--- config.mk ---
export PLATFORM = sky130hd
export DESIGN_NAME = wb_load_align_flat
export DESIGN_NICKNAME = d
export VERILOG_FILES = /design/src/rtl/wb_load_align_pkg.sv /design/src/rtl/wb_load_align_if.sv /design/src/rtl/wb_load_align_load_ext.sv /design/src/rtl/wb_load_align.sv /design/src/flat_wrapper.sv
export SDC_FILE = /design/constraint.sdc
export NUM_CORES = 1
export LEC_CHECK = 0
export ABC_AREA = 1
export CORE_MARGIN = 1
export CORE_UTILIZATION = 45
export DETAILED_ROUTE_END_ITERATION = 8
export GPL_TIMING_DRIVEN = 0
export PLACE_DENSITY = 0.75
export SYNTH_ARGS = -nofsm -noshare
export SYNTH_HDL_FRONTEND = slang
export SYNTH_SLANG_ARGS = --single-unit
--- constraint.sdc ---
create_clock -name clk -period 3.2 [get_ports clk]
set_clock_uncertainty 0.1 [all_clocks]
set_input_delay 0.32 -clock clk [delete_from_list [all_inputs] [get_ports clk]]
set_output_delay 0.32 -clock clk [all_outputs]
set_load 0.02 [all_outputs]
--- src/rtl/wb_load_align_pkg.sv ---
// Shared load-kind decode and WB stage record for the MIPS write-back path.
// Pure declarations; no timing or flow control of its own.
package wb_load_align_pkg;

   localparam int XLEN    = 32;
   localparam int RADDR_W = 5;

   localparam logic [5:0] OP_LB  = 6'd32;
   localparam logic [5:0] OP_LH  = 6'd33;
   localparam logic [5:0] OP_LW  = 6'd35;
   localparam logic [5:0] OP_LBU = 6'd36;
   localparam logic [5:0] OP_LHU = 6'd37;

   typedef enum logic [2:0] {
      LD_NONE,
      LD_W,
      LD_H,
      LD_HU,
      LD_B,
      LD_BU
   } ld_kind_e;

   typedef struct packed {
      logic               valid;
      logic [5:0]         opcode;
      logic [1:0]         byte_off;
      logic               regwrite;
      logic [RADDR_W-1:0] waddr;
      logic [XLEN-1:0]    alu;
      logic [XLEN-1:0]    pc;
   } stage_t;

   function automatic ld_kind_e decode_load(input logic [5:0] opcode);
      case (opcode)
         OP_LW:   return LD_W;
         OP_LH:   return LD_H;
         OP_LHU:  return LD_HU;
         OP_LB:   return LD_B;
         OP_LBU:  return LD_BU;
         default: return LD_NONE;
      endcase
   endfunction

endpackage

--- src/rtl/wb_load_align_if.sv ---
// MEM->WB bus: MEM-stage instruction fields, raw RAM data, stage control and the WB write port.
// Stall/flush are the only flow control; there is no handshake beyond them.
interface wb_load_align_if;
   import wb_load_align_pkg::*;

   logic               m_valid;
   logic [5:0]         m_opcode;
   logic [1:0]         m_byte;
   logic               m_regwrite;
   logic [RADDR_W-1:0] m_waddr;
   logic [XLEN-1:0]    m_alu;
   logic [XLEN-1:0]    m_pc;
   logic [XLEN-1:0]    ram_dout;
   logic               wb_stall;
   logic               flush;

   logic               wb_valid;
   logic               wb_we;
   logic [RADDR_W-1:0] wb_waddr;
   logic [XLEN-1:0]    wb_wdata;
   logic [XLEN-1:0]    wb_pc;
   logic               wb_adel;

   modport master (
      output m_valid, m_opcode, m_byte, m_regwrite, m_waddr, m_alu, m_pc,
      output ram_dout, wb_stall, flush,
      input  wb_valid, wb_we, wb_waddr, wb_wdata, wb_pc, wb_adel
   );

   modport slave (
      input  m_valid, m_opcode, m_byte, m_regwrite, m_waddr, m_alu, m_pc,
      input  ram_dout, wb_stall, flush,
      output wb_valid, wb_we, wb_waddr, wb_wdata, wb_pc, wb_adel
   );
endinterface

--- src/rtl/wb_load_align_load_ext.sv ---
// Combinational lane select + sign/zero extension of a memory word, with misalignment flag.
// Zero latency; no flow control.
module wb_load_align_load_ext
   import wb_load_align_pkg::*;
(
   input  logic [31:0] word,
   input  logic [1:0]  byte_off,
   input  ld_kind_e    kind,
   output logic [31:0] data,
   output logic        misalign
);

   logic [15:0] half;
   logic [7:0]  lane;

   always_comb begin
      data     = word;
      misalign = 1'b0;
      half     = byte_off[1] ? word[31:16] : word[15:0];
      lane     = word[{byte_off, 3'b000} +: 8];
      case (kind)
         LD_W:  misalign = (byte_off != 2'b00);
         LD_H: begin
            data     = {{16{half[15]}}, half};
            misalign = byte_off[0];
         end
         LD_HU: begin
            data     = {16'h0000, half};
            misalign = byte_off[0];
         end
         LD_B:  data = {{24{lane[7]}}, lane};
         LD_BU: data = {24'h000000, lane};
         default: data = word;
      endcase
   end

endmodule

--- src/rtl/wb_load_align.sv ---
// MIPS write-back stage: registers MEM results, aligns/extends loads, drives the register-file port.
// Outputs valid the cycle after the MEM->WB edge; wb_stall freezes the stage and skids the RAM word.
module wb_load_align
   import wb_load_align_pkg::*;
#(
   parameter int DW = 32,
   parameter int RW = 5
)(
   input  logic               clk,
   input  logic               reset,
   wb_load_align_if.slave     bus
);

   localparam logic [RW-1:0] ZERO_REG = '0;

   stage_t          stage_q, stage_d;
   logic [DW-1:0]   hold_data_q, hold_data_d;
   logic            hold_vld_q, hold_vld_d;

   logic [DW-1:0]   load_word;
   logic [DW-1:0]   ext_data;
   logic            misalign;
   ld_kind_e        kind;

   // Stall outranks flush; the upstream control re-issues the flush once WB moves.
   always_comb begin
      stage_d     = stage_q;
      hold_data_d = hold_data_q;
      hold_vld_d  = hold_vld_q;
      if (bus.wb_stall) begin
         if (!hold_vld_q) begin
            hold_data_d = bus.ram_dout;
            hold_vld_d  = 1'b1;
         end
      end else if (bus.flush) begin
         stage_d.valid    = 1'b0;
         stage_d.regwrite = 1'b0;
         hold_vld_d       = 1'b0;
      end else begin
         stage_d.valid    = bus.m_valid;
         stage_d.opcode   = bus.m_opcode;
         stage_d.byte_off = bus.m_byte;
         stage_d.regwrite = bus.m_regwrite;
         stage_d.waddr    = bus.m_waddr;
         stage_d.alu      = bus.m_alu;
         stage_d.pc       = bus.m_pc;
         hold_vld_d       = 1'b0;
      end
   end

   always_ff @(posedge clk) begin
      if (reset) begin
         stage_q     <= '0;
         hold_data_q <= '0;
         hold_vld_q  <= 1'b0;
      end else begin
         stage_q     <= stage_d;
         hold_data_q <= hold_data_d;
         hold_vld_q  <= hold_vld_d;
      end
   end

   assign kind      = decode_load(stage_q.opcode);
   assign load_word = hold_vld_q ? hold_data_q : bus.ram_dout;

   wb_load_align_load_ext u_load_ext (
      .word     (load_word),
      .byte_off (stage_q.byte_off),
      .kind     (kind),
      .data     (ext_data),
      .misalign (misalign)
   );

   assign bus.wb_valid = stage_q.valid;
   assign bus.wb_waddr = stage_q.waddr;
   assign bus.wb_pc    = stage_q.pc;
   assign bus.wb_wdata = (kind == LD_NONE) ? stage_q.alu : ext_data;
   assign bus.wb_adel  = stage_q.valid & misalign;
   assign bus.wb_we    = stage_q.valid & stage_q.regwrite & ~misalign &
                         (stage_q.waddr != ZERO_REG);

endmodule

--- src/flat_wrapper.sv ---
// flat-port wrapper written by rule: the top's interface ports become plain ports
module wb_load_align_flat import wb_load_align_pkg::*;
#(
   parameter int DW = 32,
   parameter int RW = 5
)
  (clk, reset, bus_m_valid, bus_m_opcode, bus_m_byte, bus_m_regwrite, bus_m_waddr, bus_m_alu, bus_m_pc, bus_ram_dout, bus_wb_stall, bus_flush, bus_wb_valid, bus_wb_we, bus_wb_waddr, bus_wb_wdata, bus_wb_pc, bus_wb_adel);
  wb_load_align_if bus_i ();
  input  logic clk;
  input  logic reset;
  input wire logic [$bits(bus_i.m_valid)-1:0] bus_m_valid;
  input wire logic [$bits(bus_i.m_opcode)-1:0] bus_m_opcode;
  input wire logic [$bits(bus_i.m_byte)-1:0] bus_m_byte;
  input wire logic [$bits(bus_i.m_regwrite)-1:0] bus_m_regwrite;
  input wire logic [$bits(bus_i.m_waddr)-1:0] bus_m_waddr;
  input wire logic [$bits(bus_i.m_alu)-1:0] bus_m_alu;
  input wire logic [$bits(bus_i.m_pc)-1:0] bus_m_pc;
  input wire logic [$bits(bus_i.ram_dout)-1:0] bus_ram_dout;
  input wire logic [$bits(bus_i.wb_stall)-1:0] bus_wb_stall;
  input wire logic [$bits(bus_i.flush)-1:0] bus_flush;
  output wire logic [$bits(bus_i.wb_valid)-1:0] bus_wb_valid;
  output wire logic [$bits(bus_i.wb_we)-1:0] bus_wb_we;
  output wire logic [$bits(bus_i.wb_waddr)-1:0] bus_wb_waddr;
  output wire logic [$bits(bus_i.wb_wdata)-1:0] bus_wb_wdata;
  output wire logic [$bits(bus_i.wb_pc)-1:0] bus_wb_pc;
  output wire logic [$bits(bus_i.wb_adel)-1:0] bus_wb_adel;
  assign bus_i.m_valid = bus_m_valid;
  assign bus_i.m_opcode = bus_m_opcode;
  assign bus_i.m_byte = bus_m_byte;
  assign bus_i.m_regwrite = bus_m_regwrite;
  assign bus_i.m_waddr = bus_m_waddr;
  assign bus_i.m_alu = bus_m_alu;
  assign bus_i.m_pc = bus_m_pc;
  assign bus_i.ram_dout = bus_ram_dout;
  assign bus_i.wb_stall = bus_wb_stall;
  assign bus_i.flush = bus_flush;
  assign bus_wb_valid = bus_i.wb_valid;
  assign bus_wb_we = bus_i.wb_we;
  assign bus_wb_waddr = bus_i.wb_waddr;
  assign bus_wb_wdata = bus_i.wb_wdata;
  assign bus_wb_pc = bus_i.wb_pc;
  assign bus_wb_adel = bus_i.wb_adel;
  wb_load_align #(.DW(DW), .RW(RW)) u_core (.clk(clk), .reset(reset), .bus(bus_i));
endmodule
======== Yosys cells after proc, flatten, opt, wreduce, memory -nomap -nowiden ========
Cells that the tools add are included.
storage, ports and cells
  input port bits ......................... 115
  output and inout port bits .............. 72
  word-level logic and storage cells ...... 41
  register bits ........................... 112
operators by class
  equal/unequal tests ..................... 10
  bitwise operators ....................... 7
  multiplexer cells ....................... 9
  shifts and indexed selects .............. 1
  reduce and logical (&&, ||, !) cells .... 5
operators with widths
  operator                                                         count
  32-bit case mux with 4 select lines                              1
  32-bit two-way mux                                               2
  32-bit by 6-bit variable part select with 8-bit output           1
  6-bit == test, second input constant                             5
  16-bit two-way mux                                               1
  3-bit case mux with 5 select lines                               1
  3-bit by 2-bit == test with 1-bit output, second input constant  2
  3-bit == test, second input constant                             2
  5-bit nonzero test                                               1
  1-bit bitwise AND                                                4
  3-bit by 1-bit == test with 1-bit output, second input constant  1
  3-bit zero test                                                  1
  1-bit two-way mux                                                3
  1-bit NOT                                                        3
  1-bit case mux with 2 select lines                               1
  2-bit AND reduction                                              1
  2-bit nonzero test                                               1
  2-bit OR reduction                                               1

======== Logic depth before layout (Yosys ltp) ========
Gate-level depths: netlist of the first run.
  depth after elaboration ................. 8
  mapped depth ............................ 11

======== Modules after synthesis ========
Synthesis of the first run repeated with hierarchy kept, for this count alone.
second synthesis, totals
  cell total of the unflattened synthesis .. 960
  area, all modules ....................... 6067.1 um^2
modules (own cells, without submodules)
  module                  instances  area an instance (um^2)  cells an instance
  wb_load_align           1          5193.7                   786
  wb_load_align_load_ext  1          873.3                    174

======== Worst setup path after synthesis of the first run ========
OpenSTA, ideal clock, no wires.
  kind .................................... reg-to-output
  from .................................... register u_core.stage_q[75] in the netlist's numbering
  to ...................................... output port bus_wb_wdata[7]
  stages on the path, launching flop included .. 8
  required time ........................... 2.780 ns
  path slack .............................. 1.443 ns
  arrival ................................. 1.337 ns
  cell sequence ........................... dfxtp_1 nor2_4 nand3_2 buf_2 inv_2 buf_4 nand4_1 a21oi_1
on the way
  word-level cells in the longest chain between the ends .. 5
  elaborated cells between the ends (all ways) .. 13
ends and longest elaborated chain
  item                                                                              RTL line                      RTL
  start: declaration                                                                wb_load_align.sv:16           stage_t stage_q, stage_d;
  start signal: assignment                                                          wb_load_align.sv:57           stage_q <= stage_d;
  6-bit == test                                                                     wb_load_align_pkg.sv:34       case (opcode)
  3-bit case mux with 5 select lines *                                              wb_load_align_pkg.sv:34
  3-bit == test / 3-bit by 2-bit == test with 1-bit output (equally long branches)  wb_load_align_load_ext.sv:21  case (kind)
  32-bit case mux with 4 select lines                                               wb_load_align_load_ext.sv:21
  32-bit two-way mux *                                                              wb_load_align.sv:77           assign bus.wb_wdata = (kind == LD_NONE) ? stage_q.alu : ext_data;
  end: declaration                                                                  flat_wrapper.sv:24            output wire logic [$bits(bus_i.wb_wdata)-1:0] bus_wb_wdata;
Every way passes the cells marked *; elsewhere a longest branch is shown, timed or not.

======== Final worst setup path of the first run ========
  from .................................... register u_core.hold_vld_q
  to ...................................... output port bus_wb_wdata[21]
on the way
  word-level cells in the longest chain between the ends .. 4
  elaborated cells between the ends (all ways) .. 5
ends and longest elaborated chain
  item                                                                                                 RTL line                                                    RTL
  start: declaration                                                                                   wb_load_align.sv:18                                         logic hold_vld_q, hold_vld_d;
  start signal: assignment                                                                             wb_load_align.sv:59                                         hold_vld_q <= hold_vld_d;
  32-bit two-way mux *                                                                                 wb_load_align.sv:64                                         assign load_word = hold_vld_q ? hold_data_q : bus.ram_dout;
  32-bit by 6-bit variable part select with 8-bit output / 16-bit two-way mux (equally long branches)  wb_load_align_load_ext.sv:20, wb_load_align_load_ext.sv:19
  32-bit case mux with 4 select lines *                                                                wb_load_align_load_ext.sv:21
  32-bit two-way mux *                                                                                 wb_load_align.sv:77
Marked as above.

==> impl_results.md, run 1 <==
- Worst Path Required: ~2.8 ns
- Final min period: 2.90 ns
- Predominant post-synthesis flop cell: dfxtp_1
- Crit Path Class: register to output port
- Remaining DRCs: 0
- Count of flip-flops with a built-in enable after synthesis: 0
- Layout cells sized above 1: 0.116
- Hold crit path type: input pin to register
- Final Setup Violations: 0
- Power per cell area: 426 nW/µm²
- Status: completed
- Area Overhead vs Synth: 39.0%
- All-Layer GR Usage: 0.266
- Post_cts resized: 0
- Ports: roughly 190
- 1st-iter DRT viols: 534
- Die span in x: 118 µm
- CP Buf/Inv Count: 5
- MaxCap Viol Count: 0
- Synth Register Bits: 112
- Grt ovf: 0
- Final core utilization: 0.652
- Register area: 2240 µm²
- Worst Reg2Reg Path Length in Cells: 7
- Syn Inst Count: 915
- Total number of cells along the worst setup path: 9
- Clock latency on the worst-skew pair: 0.35 ns
- Worst setup margin: 0.298 ns
- Drt wl/cell: 14.1 µm
- Pleak: 3.96 nW
- Type of origin of the critical path: register
- First-pass GRT wire length: ~29000 µm
- RR Endpoint: u_core.hold_data_q[4]
- Drt total wl: about 18000 µm
- Total Power: 3.56 mW
- Post-Place Worst Slack: 0.476 ns
- Post-synthesis async set-or-reset flop share: 0
- Post-synthesis sequential area ratio: 0.373
- Most common cell after layout, fill and taps aside: nor2_1
- CTS tree: done
- ANT cells: 0
- DR top layer: met4
- Relative slew slack: 0.641
- CP max stage cell: clkdlybuf4s50_1
- Internal reg-to-reg setup slack: approximately 1.6 ns
- Fmax: 0.345 GHz
- Core Area: 12800 µm²
- Post-CTS Setup Inserts: 0
- CTS buffer count: 9
- Post-route setup TNS: 0 ns
- Synth Warn #: 0
- ANT nets after route: 0
- Via-to-Cell Ratio: approximately 4.8
- Reg2reg start: u_core.hold_vld_q
- Gpl congestion: slightly above 0.9
- Post-synthesis average cell area: 6.58 µm²
- Worst-Margin Slew: 0.538 ns
- Post-DP HPWL: around 14000 µm
- Crit path max-delay family: buffers and inverters
- Final hold violations: 0
- Total number of vias: 6218
- CTS max path bufs: 2
- Cell Rows: around 40
- Nets@finish: 1226
- RSZ-0062 raised after global routing: false
- H-tree depth: 3
- Worst EP arrival: between 2 and 2.5 ns
- PortBufs: approximately 190
- Maximum vdd drop: 330 µV
- Synthesized area: 6020 µm²
- Fillers: between 1000 and 1500
- CTS root buffer: clkbuf_16
- CP Capture Type: output port
- CP cell instances: buf_6, inv_6, buf_4, o21ai_1, o21ai_0, nand3_2, nand2_1, inv_1, clkdlybuf4s50_1
- CP Capture Point: bus_wb_wdata[21]
- First drt pass iteration count: 5
- Initial Util: 0.469
- Hold_buf cts: 0
- Largest net degree at the start of global routing: 20
- Crit share post-route: 0.907
- Initial antenna violation count: 0
- Die Ht: 118 µm
- Wire length on met2: 8400 µm
- Clock Sinks: 112
- Yosys cell types: 35
- Clock slew seen by the registers of the worst setup and hold paths: roughly 0.08 ns
- Syn nets: 1030
- Fin. max-slew vios: 0
- Commonest non-fill, non-tap cells in the layout: nor2_1 (209), clkdlybuf4s50_1 (185), nand2_1 (159)
- Crit Path Max Fanout: 10
- Worst Setup SP: u_core.hold_vld_q
- Wl on met1: about 7900 µm
- Routed wl met3: 1500 µm
- Number of global-route vias before repair: 5842
- Die area: 13800 µm²
- Area of the multi-input gates: 2880 µm²
- Slowest stage delay, CP: roughly 0.6 ns
## sequential cells by signal, summed over array words and instances (netlist names)
signal / cells
u_core.stage_q: 41
u_core.bus.wb_pc: 32
u_core.hold_data_q: 32
u_core.bus.wb_waddr: 5
u_core.bus.wb_valid: 1
u_core.hold_vld_q: 1
## worst register-to-register path, stage by stage (launching register included)
cell and delay, ns:
dfxtp_1 0.33, buf_6 0.15, inv_6 0.06, buf_2 0.18, o21ai_0 0.43, nand2_1 0.11
o211ai_1 0.10, inv_1 0.05
## metal layers
layer  GRT usage  vias to the layer above
met5           0                        -
met4      0.0954                        0
met3      0.0819                       29
met2       0.445                      200
met1       0.321                     2743
li1            -                     3246
## area by class of cell
type,count,area share
plain buffers,95,0.0718
clock buffers,10,0.0274
clock inverters,6,0.00613
inverters,78,0.0359
multi-input cells,630,0.344
flip-flops and latches,112,0.268
well taps,172,0.0257
repair buffers,185,0.221
## stage by stage
step           hold WS (ns)  area [µm²]  cells
2_1_floorplan         0.340        6020    915
3_3_place_gp          0.351        8090   1272
3_5_place_dp          0.358        8090   1272
4_1_cts               0.302        8370   1288
5_1_grt               0.363        8370   1288
6_report              0.313        8370   1288
## worst min-delay path by stage
stage                             from                     to  depth (start not counted)
floorplan           u_core.stage_q[69]     u_core.stage_q[69]                          1
global placement    u_core.stage_q[69]     u_core.stage_q[69]                          1
detailed placement  u_core.stage_q[69]     u_core.stage_q[69]                          1
CTS                       bus_wb_stall  u_core.hold_data_q[3]                          5
global route              bus_wb_stall  u_core.hold_data_q[3]                          5
finish                    bus_wb_stall  u_core.hold_data_q[3]                          5
## kinds of logic (layout without fill, tap and decap cells)
family | count (synthesis) | count (layout) | synth area share
AOI/OAI and AO/OA | 174 | 174 | 0.151
buffers and inverters | 173 | 374 | 0.150
DFF | 112 | 112 | 0.373
and+or+nand+nor | 456 | 456 | 0.327
## Yosys cell counts (3+ instances only)
library cell / count / area share
buf_6: 5 / 0.0094
nand3_1: 36 / 0.030
buf_2: 13 / 0.011
o21ai_1: 11 / 0.0091
o21ai_0: 136 / 0.11
nand2_2: 5 / 0.0052
o211ai_1: 10 / 0.012
inv_2: 4 / 0.0025
dfxtp_1: 112 / 0.37
inv_1: 71 / 0.044
nor2_1: 209 / 0.13
nand3_2: 12 / 0.020
clkbuf_1: 30 / 0.019
buf_4: 43 / 0.054
nor2_2: 3 / 0.0031
nand2_1: 159 / 0.099
or2_2: 18 / 0.019
a21oi_1: 15 / 0.012
## power by group
| group | internal (mW) | switching (mW) | total (mW) |
|---|---|---|---|
| Sequential | 1.49 | 0.0497 | 1.54 |
| Clock | 0.544 | 0.556 | 1.10 |
| Combinational | 0.445 | 0.480 | 0.924 |
| Total | 2.48 | 1.09 | 3.56 |
Power figures use the tool's default switching activity.
==> run 2, diff against run 1 <==
--- a/config.mk
+++ b/config.mk
@@ -9,6 +9,7 @@
 export CORE_MARGIN = 1
 export CORE_UTILIZATION = 45
 export DETAILED_ROUTE_END_ITERATION = 8
+export GPL_ROUTABILITY_DRIVEN = 1
 export GPL_TIMING_DRIVEN = 0
 export PLACE_DENSITY = 0.75
 export SYNTH_ARGS = -nofsm -noshare
==> results of run 2 <==
Same layout as run 1: the final DEF is identical, and so are final timing and power.
==> run 3, diff against run 2 <==
==> constraint.sdc (replaced) <==
create_clock -name clk -period 3.2 [get_ports clk]
set_clock_uncertainty 0.1 [all_clocks]
set_input_delay 0.48 -clock clk [delete_from_list [all_inputs] [get_ports clk]]
set_output_delay 0.48 -clock clk [all_outputs]
set_load 0.02 [all_outputs]
==> run 3 against run 2 <==
- critical endpoint is now bus_wb_wdata[31]
- cell count unchanged
- design area hardly changed
- sequential cell count unchanged
- sequential share of layout area about the same
- clock-buffer cell count unchanged
- combinational power about the same
- maximum frequency shrank 5.0%
- clock power about the same
- hold slack better by 0.059 ns
- via count decreased by 0.16%
==> impl_results.md, run 3 (same netlist as run 1, synthesis figures left out) <==
- Status: completed
- Max reg flops: 41 (unchanged)
- Core Area: 12800 µm² (unchanged)
- Crit share post-route: 0.955 (+0.0476)
- ANT nets after route: 0 (unchanged)
- Worst-Margin Slew: 0.539 ns (+0.000737 ns)
- Drt total wl: 18200 µm (-0.10%)
- RSZ-0062 raised after global routing: false
- Largest Register: u_core.stage_q
- Pleak: 3.98 nW (+0.38%)
- Drt wl/cell: 14.1 µm (-0.10%)
- Sw Ratio: 0.304 (-0.000445)
- Hold crit path type: register to register
- ANT cells: 0 (unchanged)
- Type of origin of the critical path: input pin
- RR Endpoint: u_core.hold_data_q[4]
- Worst Path Required: 2.62 ns (-0.16 ns)
- CTS max path bufs: 2 (unchanged)
- Int Power: 2.48 mW (about the same)
- Largest net degree at the start of global routing: 20 (unchanged)
- NetSw: 1.08 mW (-0.21%)
- Crit Path Class: input pin to output port
- Total number of vias: 6208 (-0.16%)
- Relative slew slack: 0.641 (about the same)
- Final Setup Violations: 0 (unchanged)
- Hold path startpoint: u_core.stage_q[69]
- CTS root buffer: clkbuf_16
- Cell Rows: 41 (unchanged)
- CP max stage cell: clkdlybuf4s50_1
- All-Layer GR Usage: 0.266 (unchanged)
- Placed Cells: 1272 (unchanged)
- Internal reg-to-reg setup slack: 1.60 ns (about the same)
- CP Capture Point: bus_wb_wdata[31]
- MaxCap Viol Count: 0 (unchanged)
- Die Ht: 118 µm (unchanged)
- Grt ovf: 0 (unchanged)
- Worst setup margin: 0.146 ns (-0.152 ns)
- Die area: 13800 µm² (unchanged)
- First drt pass iteration count: 5 (unchanged)
- First-pass GRT wire length: 29100 µm (unchanged)
- Worst Reg2Reg Path Length in Cells: 7 (unchanged)
- Nets@finish: 1226 (unchanged)
- Post-route setup TNS: 0 ns (unchanged)
- Fin. max-slew vios: 0 (unchanged)
- Clock latency on the worst-skew pair: 0.35 ns (about the same)
- Reg2reg start: u_core.hold_vld_q
- Part of the power in registers: 0.432 (about the same)
- Gpl congestion: 0.928 (unchanged)
- Final hold violations: 0 (unchanged)
- Worst EP arrival: 2.47 ns (about the same)
- Clock slew seen by the registers of the worst setup and hold paths: 0.07 ns (about the same)
- Worst hold margin: 0.372 ns (+0.0591 ns)
- Slowest stage delay, CP: 0.68 ns (+0.07 ns)
- Fmax: 0.327 GHz (-5.0%)
- Area Overhead vs Synth: 39.1% (about the same)
- Clock Sinks: 112 (unchanged)
- PortBufs: 185 (unchanged)
- Commonest non-fill, non-tap cells in the layout: nor2_1 (209), clkdlybuf4s50_1 (184), nand2_1 (159)
- Post-DP HPWL: 14100 µm (unchanged)
- Remaining DRCs: 0 (unchanged)
- CTS buffer count: 9 (unchanged)
- Power per cell area: 425 nW/µm² (-0.12%)
- Post-CTS Setup Inserts: 0 (unchanged)
- Worst Setup SP: bus_ram_dout[23]
- H-tree depth: 3 (unchanged)
- Initial Util: 0.469 (unchanged)
- Number of global-route vias before repair: 5842 (unchanged)
- Die span in x: 118 µm (unchanged)
- Post-Place Worst Slack: 0.156 ns (-0.320 ns)
- Most common cell after layout, fill and taps aside: nor2_1
- Total Power: 3.56 mW (about the same)
- Via-to-Cell Ratio: 4.82 (-0.16%)
- Layout cells sized above 1: 0.116 (unchanged)
- Final min period: 3.05 ns (+0.152 ns)
- 1st-iter DRT viols: 514 (-3.7%)
- CP most frequent cell: nand2_1
- Crit Path Max Fanout: 10 (unchanged)
- Maximum vdd drop: 330 µV (about the same)
- CP cell instances: clkdlybuf4s50_1, nand2_1, nand2_1, nand2_1, nand3_2, nand3_4, buf_6, nand3_1, nand2_1, inv_1, clkdlybuf4s50_1
- CP Capture Type: output port
- Initial antenna violation count: 0 (unchanged)
- Ports: 187 (unchanged)
- Final Non-Filler Cells: 1288 (unchanged)
- Clock share of power: 0.308 (about the same)
- CTS tree: done
- Combinational Power Share: 0.260 (about the same)
## run 3: changes by cell type in the layout (fill, tap and decap cells not counted), sizes merged
| cell | delta |
|---|---|
| buf | -1 |
| clkbuf | +1 |
| clkdlybuf4s50 | -1 |
| dlymetal6s2s | +1 |
## run 3: how the worst min path moves through the flow
stage / to / slack, ns / cells after the start
3_5_place_dp: u_core.stage_q[69] / 0.36 / 1
4_1_cts: u_core.stage_q[69] / 0.38 / 1
3_3_place_gp: u_core.stage_q[69] / 0.35 / 1
5_1_grt: u_core.hold_data_q[6] / 0.40 / 2
6_report: u_core.stage_q[69] / 0.37 / 1
2_1_floorplan: u_core.stage_q[69] / 0.34 / 1
## run 3: power groups by stage
stage          logic (mW)  registers, mW  clock network (mW)
2_1_floorplan       0.516           1.56                   0
3_3_place_gp        0.914           1.57                   0
3_5_place_dp        0.918           1.57                   0
4_1_cts             0.924           1.54                1.11
5_1_grt              1.01           1.55                1.18
6_report            0.925           1.54                1.10
## run 3: repair_timing
action / in CTS / in global routing
endpoints found under the setup margin: 0 / 5
hold buffers: 0 / 0
resized for setup: 0 / 2
## run 3: metal layers
metal  share of wire  GRT usage
met1            0.44      0.321
met2            0.46      0.445
met3           0.082     0.0819
met4           0.022     0.0954
met5               0          0
## run 3: final cells by class
cell class | count | area, µm²
inverter | 78 | 300
fill | 1229 | 4450
timing repair buffer | 185 | 1850
multi-input combinational | 630 | 2880
buffer | 95 | 603
clock buffer | 10 | 229
clock inverter | 6 | 51.3
sequential | 112 | 2240
tap | 172 | 215
## run 3: per-stage QoR
stage / util / instance area [µm²]
final: 0.653 / 8370
after global routing: 0.653 / 8370
after CTS: 0.652 / 8370
after detailed placement: 0.630 / 8090
after global placement: 0.630 / 8090
after floorplan: - / 6020
## run 3: worst max-delay path, delay by kind of cell
family	cells	cell delay, ns
buf+inv	4	1.35
simple gates	7	0.65
